[config.mk]
export PLATFORM = sky130hd
export DESIGN_NAME = tcp_framer
export DESIGN_NICKNAME = d
export VERILOG_FILES = /design/src/rtl/tcp_framer.sv
export SDC_FILE = /design/constraint.sdc
export NUM_CORES = 1
export LEC_CHECK = 0
export ABC_AREA = 1
export CAP_MARGIN = 10
export CORE_ASPECT_RATIO = 0.5
export CORE_MARGIN = 1.5
export CORE_UTILIZATION = 51
export DETAILED_ROUTE_END_ITERATION = 10
export PLACE_DENSITY = 0.86
export RECOVER_POWER = 100
export SETUP_SLACK_MARGIN = 0.5
export SKIP_LAST_GASP = 1
export SLEW_MARGIN = 20
export SYNTH_ARGS = -nofsm -noshare
export SYNTH_HDL_FRONTEND = slang
export SYNTH_SLANG_ARGS = --single-unit
[constraint.sdc]
create_clock -name clk -period 5.23 [get_ports clk]
set_input_delay 0.7845 -clock clk [delete_from_list [all_inputs] [get_ports clk]]
set_output_delay 0.7845 -clock clk [all_outputs]
set_load 0.005 [all_outputs]
[src/rtl/tcp_framer.sv]
// TCP segment framer: emits a 20-byte TCP header (no options) from latched fields,
// then passes the payload stream through unchanged until its last beat.
module tcp_framer (
  input  logic        clk,
  input  logic        sresetn,
  input  logic        hdr_i_valid,
  output logic        hdr_i_ready,
  input  logic [15:0] hdr_i_src_port,
  input  logic [15:0] hdr_i_dst_port,
  input  logic [31:0] hdr_i_seq_num,
  input  logic [31:0] hdr_i_ack_num,
  input  logic        hdr_i_ack,
  input  logic        hdr_i_rst,
  input  logic        hdr_i_syn,
  input  logic        hdr_i_fin,
  input  logic [15:0] hdr_i_window_size,
  input  logic [15:0] hdr_i_checksum,
  input  logic        hdr_i_no_payload,
  input  logic [31:0] axis_i_tdata,
  input  logic [3:0]  axis_i_tkeep,
  input  logic        axis_i_tvalid,
  output logic        axis_i_tready,
  input  logic        axis_i_tlast,
  output logic [31:0] axis_o_tdata,
  output logic [3:0]  axis_o_tkeep,
  output logic        axis_o_tvalid,
  input  logic        axis_o_tready,
  output logic        axis_o_tlast,
  output logic [1:0]  dbg_state
);

  localparam int AXIS_BYTES = 4;
  localparam int HDR_WORDS  = 5;

  // All handshakes: a transfer happens on the rising edge where valid and ready are
  // both high; a source holding valid keeps its data stable until that edge.
  typedef enum logic [1:0] {IDLE = 2'd0, HDR = 2'd1, PAYLOAD = 2'd2} state_t;

  state_t      state, state_nxt;
  logic [2:0]  hdr_ctr, hdr_ctr_nxt;
  logic [15:0] src_q, dst_q, win_q, csum_q;
  logic [31:0] seq_q, ack_num_q;
  logic        ack_q, rst_q, syn_q, fin_q, no_pay_q;
  logic [31:0] hdr_word;
  logic        hdr_hs, out_hs, last_hdr;

  assign hdr_hs    = hdr_i_valid & hdr_i_ready;
  assign out_hs    = axis_o_tvalid & axis_o_tready;
  assign last_hdr  = (hdr_ctr == 3'(HDR_WORDS - 1));
  assign dbg_state = state;

  always_ff @(posedge clk or negedge sresetn) begin
    if (!sresetn) begin
      state   <= IDLE;
      hdr_ctr <= 3'd0;
    end else begin
      state   <= state_nxt;
      hdr_ctr <= hdr_ctr_nxt;
    end
  end

  always_ff @(posedge clk or negedge sresetn) begin
    if (!sresetn) begin
      src_q     <= '0;
      dst_q     <= '0;
      seq_q     <= '0;
      ack_num_q <= '0;
      ack_q     <= 1'b0;
      rst_q     <= 1'b0;
      syn_q     <= 1'b0;
      fin_q     <= 1'b0;
      win_q     <= '0;
      csum_q    <= '0;
      no_pay_q  <= 1'b0;
    end else if (hdr_hs) begin
      src_q     <= hdr_i_src_port;
      dst_q     <= hdr_i_dst_port;
      seq_q     <= hdr_i_seq_num;
      ack_num_q <= hdr_i_ack_num;
      ack_q     <= hdr_i_ack;
      rst_q     <= hdr_i_rst;
      syn_q     <= hdr_i_syn;
      fin_q     <= hdr_i_fin;
      win_q     <= hdr_i_window_size;
      csum_q    <= hdr_i_checksum;
      no_pay_q  <= hdr_i_no_payload;
    end
  end

  always_comb begin
    state_nxt   = state;
    hdr_ctr_nxt = hdr_ctr;
    case (state)
      IDLE: begin
        if (hdr_hs) begin
          state_nxt   = HDR;
          hdr_ctr_nxt = 3'd0;
        end
      end
      HDR: begin
        if (out_hs) begin
          if (last_hdr) begin
            hdr_ctr_nxt = 3'd0;
            state_nxt   = no_pay_q ? IDLE : PAYLOAD;
          end else begin
            hdr_ctr_nxt = hdr_ctr + 3'd1;
          end
        end
      end
      PAYLOAD: begin
        if (axis_i_tvalid && axis_o_tready && axis_i_tlast) state_nxt = IDLE;
      end
      default: state_nxt = IDLE;
    endcase
  end

  // Network byte order: lane 0 carries the most significant byte of each field.
  always_comb begin
    hdr_word = '0;
    case (hdr_ctr)
      3'd0: hdr_word = {dst_q[7:0], dst_q[15:8], src_q[7:0], src_q[15:8]};
      3'd1: hdr_word = {seq_q[7:0], seq_q[15:8], seq_q[23:16], seq_q[31:24]};
      3'd2: hdr_word = {ack_num_q[7:0], ack_num_q[15:8], ack_num_q[23:16], ack_num_q[31:24]};
      3'd3: hdr_word = {win_q[7:0], win_q[15:8], 3'b000, ack_q, 1'b0, rst_q, syn_q, fin_q, 8'h50};
      3'd4: hdr_word = {16'h0000, csum_q[7:0], csum_q[15:8]};
      default: hdr_word = '0;
    endcase
  end

  always_comb begin
    hdr_i_ready   = 1'b0;
    axis_i_tready = 1'b0;
    axis_o_tvalid = 1'b0;
    axis_o_tdata  = '0;
    axis_o_tkeep  = '0;
    axis_o_tlast  = 1'b0;
    case (state)
      IDLE: hdr_i_ready = 1'b1;
      HDR: begin
        axis_o_tvalid = 1'b1;
        axis_o_tdata  = hdr_word;
        axis_o_tkeep  = {AXIS_BYTES{1'b1}};
        axis_o_tlast  = last_hdr & no_pay_q;
      end
      PAYLOAD: begin
        axis_o_tvalid = axis_i_tvalid;
        axis_o_tdata  = axis_i_tdata;
        axis_o_tkeep  = axis_i_tkeep;
        axis_o_tlast  = axis_i_tlast;
        axis_i_tready = axis_o_tready;
      end
      default: ;
    endcase
  end

endmodule
==> reports/results.ini <==
[run_status]
status=finished, violations left
violations=capacitance limit, slew limit

[timing]
setup_viol=0
fmax_mhz=236.1
finalCriticalPeriod_ps=4236
hold_viol=0
rsz0062_at_grt=false
finalCritPeriodShare=0.8100
finalSetupTns_ps=0
slew_viol_final=215
setup_ws_ps=993.7
slew_headroom=-0.6997
skew_ps=11.28
worst_pin_slew_ps=2549

[global_route]
grt_pass1_wl_mm=29.19
grt.total_usage=0.2628
grt_antenna_before_repair=0
grt_max_degree=104
grt_pass1_vias=5866
grt-ovfl-total=0

[run]
drv_cap=4

[synthesis]
ys.flop_type=dfrtp_1
synth_area_mm2=0.006957
synth_area_per_cell_um2=9.868
ys_warn_count=0
synthTopCellsByArea=dfrtp_1 50%, mux2_2 15%, nand2_1 13%, mux2_1 5.5%, a21oi_1 3.1%
yosysTopAreaCellShare=0.4964
synthArstFlopShare=1.000
synth.most_common_cell=nand2_1
postSynthCellCount=705
synth_edf_count=0
syn-num-nets=889
synth_common_cells=243 x nand2_1, 138 x dfrtp_1, 93 x mux2_2
ys_ff_latch=138
synth_top_cell_by_area=dfrtp_1
seq_area_frac_synth=0.4964
synth_cell_type_count=25

[clock_tree]
cts_setup_buffers=0
postCtsResizedCells=0
cts.sinks=138
cts_buffers=17
htree_levels=4
clockBufferDepth=2
cts-root-buf=clkbuf_16
clk_latency_ps=420
clk_pin_slew_ps=60
postCtsHoldBufs=0
cts_tree=built

[placed_design]
dpl.hpwl_mm=12.79
place_inst=1057
io_buffer_count=216
place_ws_ps=1727
gp_congestion=0.8602

[floorplanning]
initial_core_util=0.5355
placementRows=29
pin_count=217
fp.dieArea_mm2=0.01439
die_h_um=85.59
die_w_um=168.2
core_area_mm2=0.01299

[finish]
instances_no_fill=1089
finalNetCount=1090
drive_gt1_frac=0.1491
diodes=0
final.fill_count=911
syn_to_final_growth_pct=38.38
utilization=0.7411

[worst_setup_path]
worstPathArrival_ps=3450
start_kind=flip-flop
crit_required_ps=4450
end_kind=output port
cp_max_fo=18
critPathKind=reg -> out

[routing]
viasPerCell=5.189
wirelength_mm=18.28
vias=5651
ant_nets=0
wire_per_inst_um=16.79
drt_first_pass_iters=5
drc=0
drtIter0Drc=285

[power_and_ir_drop]
powerDensity_mw_per_mm2=527.6
ir_drop_uv=305.7
power_mw=5.079
leakagePower_nw=4.324

[worst_hold_path]
hold_class=reg -> reg

==> critical path, stage by stage, from the launching register on <==
cell and delay (ps):
dfrtp_1 420, inv_1 100, ha_1 610, clkbuf_1 730, inv_1 340, a21oi_1 210, dlygate4sd3_1 620
==> cell families (layout without fill, tap and decap cells) <==
group	after synthesis	after routing	synth area share
AOI/OAI and AO/OA	74	74	0.05432
adders and majority gates	9	9	0.01619
buffers and inverters	69	283	0.05953
DFF	138	138	0.4964
muxes	127	127	0.2056
and+or+nand+nor	288	288	0.1680
==> power breakdown <==
group          internal [mW]  switching [mW]  total (mW)
Clock                  0.674           0.508        1.18
Combinational          0.990            1.02        2.01
Sequential              1.61           0.283        1.89
Total                   3.27            1.81        5.08
==> registers in the layout, summed over array words and instances, names as in the netlist <==
signal and count:
ack_num_q 32, ack_q 1, csum_q 16, dbg_state 2
dst_q 16, fin_q 1, hdr_ctr 3, no_pay_q 1
rst_q 1, seq_q 32, src_q 16, syn_q 1
win_q 16
==> per-layer routing <==
metal | wire length [µm] | vias to the layer above | share of wire | GRT usage
met3 | 953 | 32 | 0.052 | 0.05307
met1 | 7534 | 2733 | 0.41 | 0.3132
li1 | - | 2708 | - | -
met5 | 0 | - | 0 | 0
met2 | 9390 | 178 | 0.51 | 0.4777
met4 | 405 | 0 | 0.022 | 0.09984
==> cells in the final DEF, fill, tap and decap left out, drive strengths merged, types with 9 or more instances in the layout <==
| cell | instances |
|---|---|
| ha | 9 |
| o21ai | 29 |
| nor2 | 24 |
| mux2 | 127 |
| dfrtp | 138 |
| nand2 | 244 |
| inv | 40 |
| clkdlybuf4s50 | 183 |
| nand3 | 16 |
| clkbuf | 22 |
| a21oi | 44 |
| dlygate4sd3 | 32 |
==> path summary, 6_finish.rpt <==
check / slack, ps / cells past startpoint / endpoint / from
worst max register to register: 2180 / 5 / ack_num_q[20]$_DFFE_PN0P_ / dbg_state[0]$_DFFE_PN0P_
worst min-delay path: 490 / 1 / ack_num_q[6]$_DFFE_PN0P_ / ack_num_q[6]$_DFFE_PN0P_
max in group asynchronous: 1300 / 2 / csum_q[8]$_DFFE_PN0P_ / sresetn
worst max-delay path: 990 / 6 / axis_o_tvalid / dbg_state[1]$_DFFE_PN0P_
worst min register to register: 490 / 1 / ack_num_q[6]$_DFFE_PN0P_ / ack_num_q[6]$_DFFE_PN0P_
min in group asynchronous: 1160 / 1 / ack_num_q[10]$_DFFE_PN0P_ / sresetn
==> stage by stage <==
stage,area (µm²),hold WS [ps]
after floorplan,6957,464.6
after global placement,9079,474.2
after detailed placement,9079,481.3
after CTS,9658,495.4
after global routing,9627,516.3
final,9627,490.9
==> cell type report <==
type | count | area (µm²) | share of cell area
clock buffer | 17 | 425.4 | 0.04419
tap | 170 | 212.7 | 0.02210
timing repair buffer | 221 | 2180 | 0.2264
clock inverter | 15 | 153.9 | 0.01599
inverter | 30 | 112.6 | 0.01170
multi-input combinational | 498 | 3089 | 0.3209
sequential | 138 | 3453 | 0.3587
No activity file was read; power rests on OpenSTA's default activity.
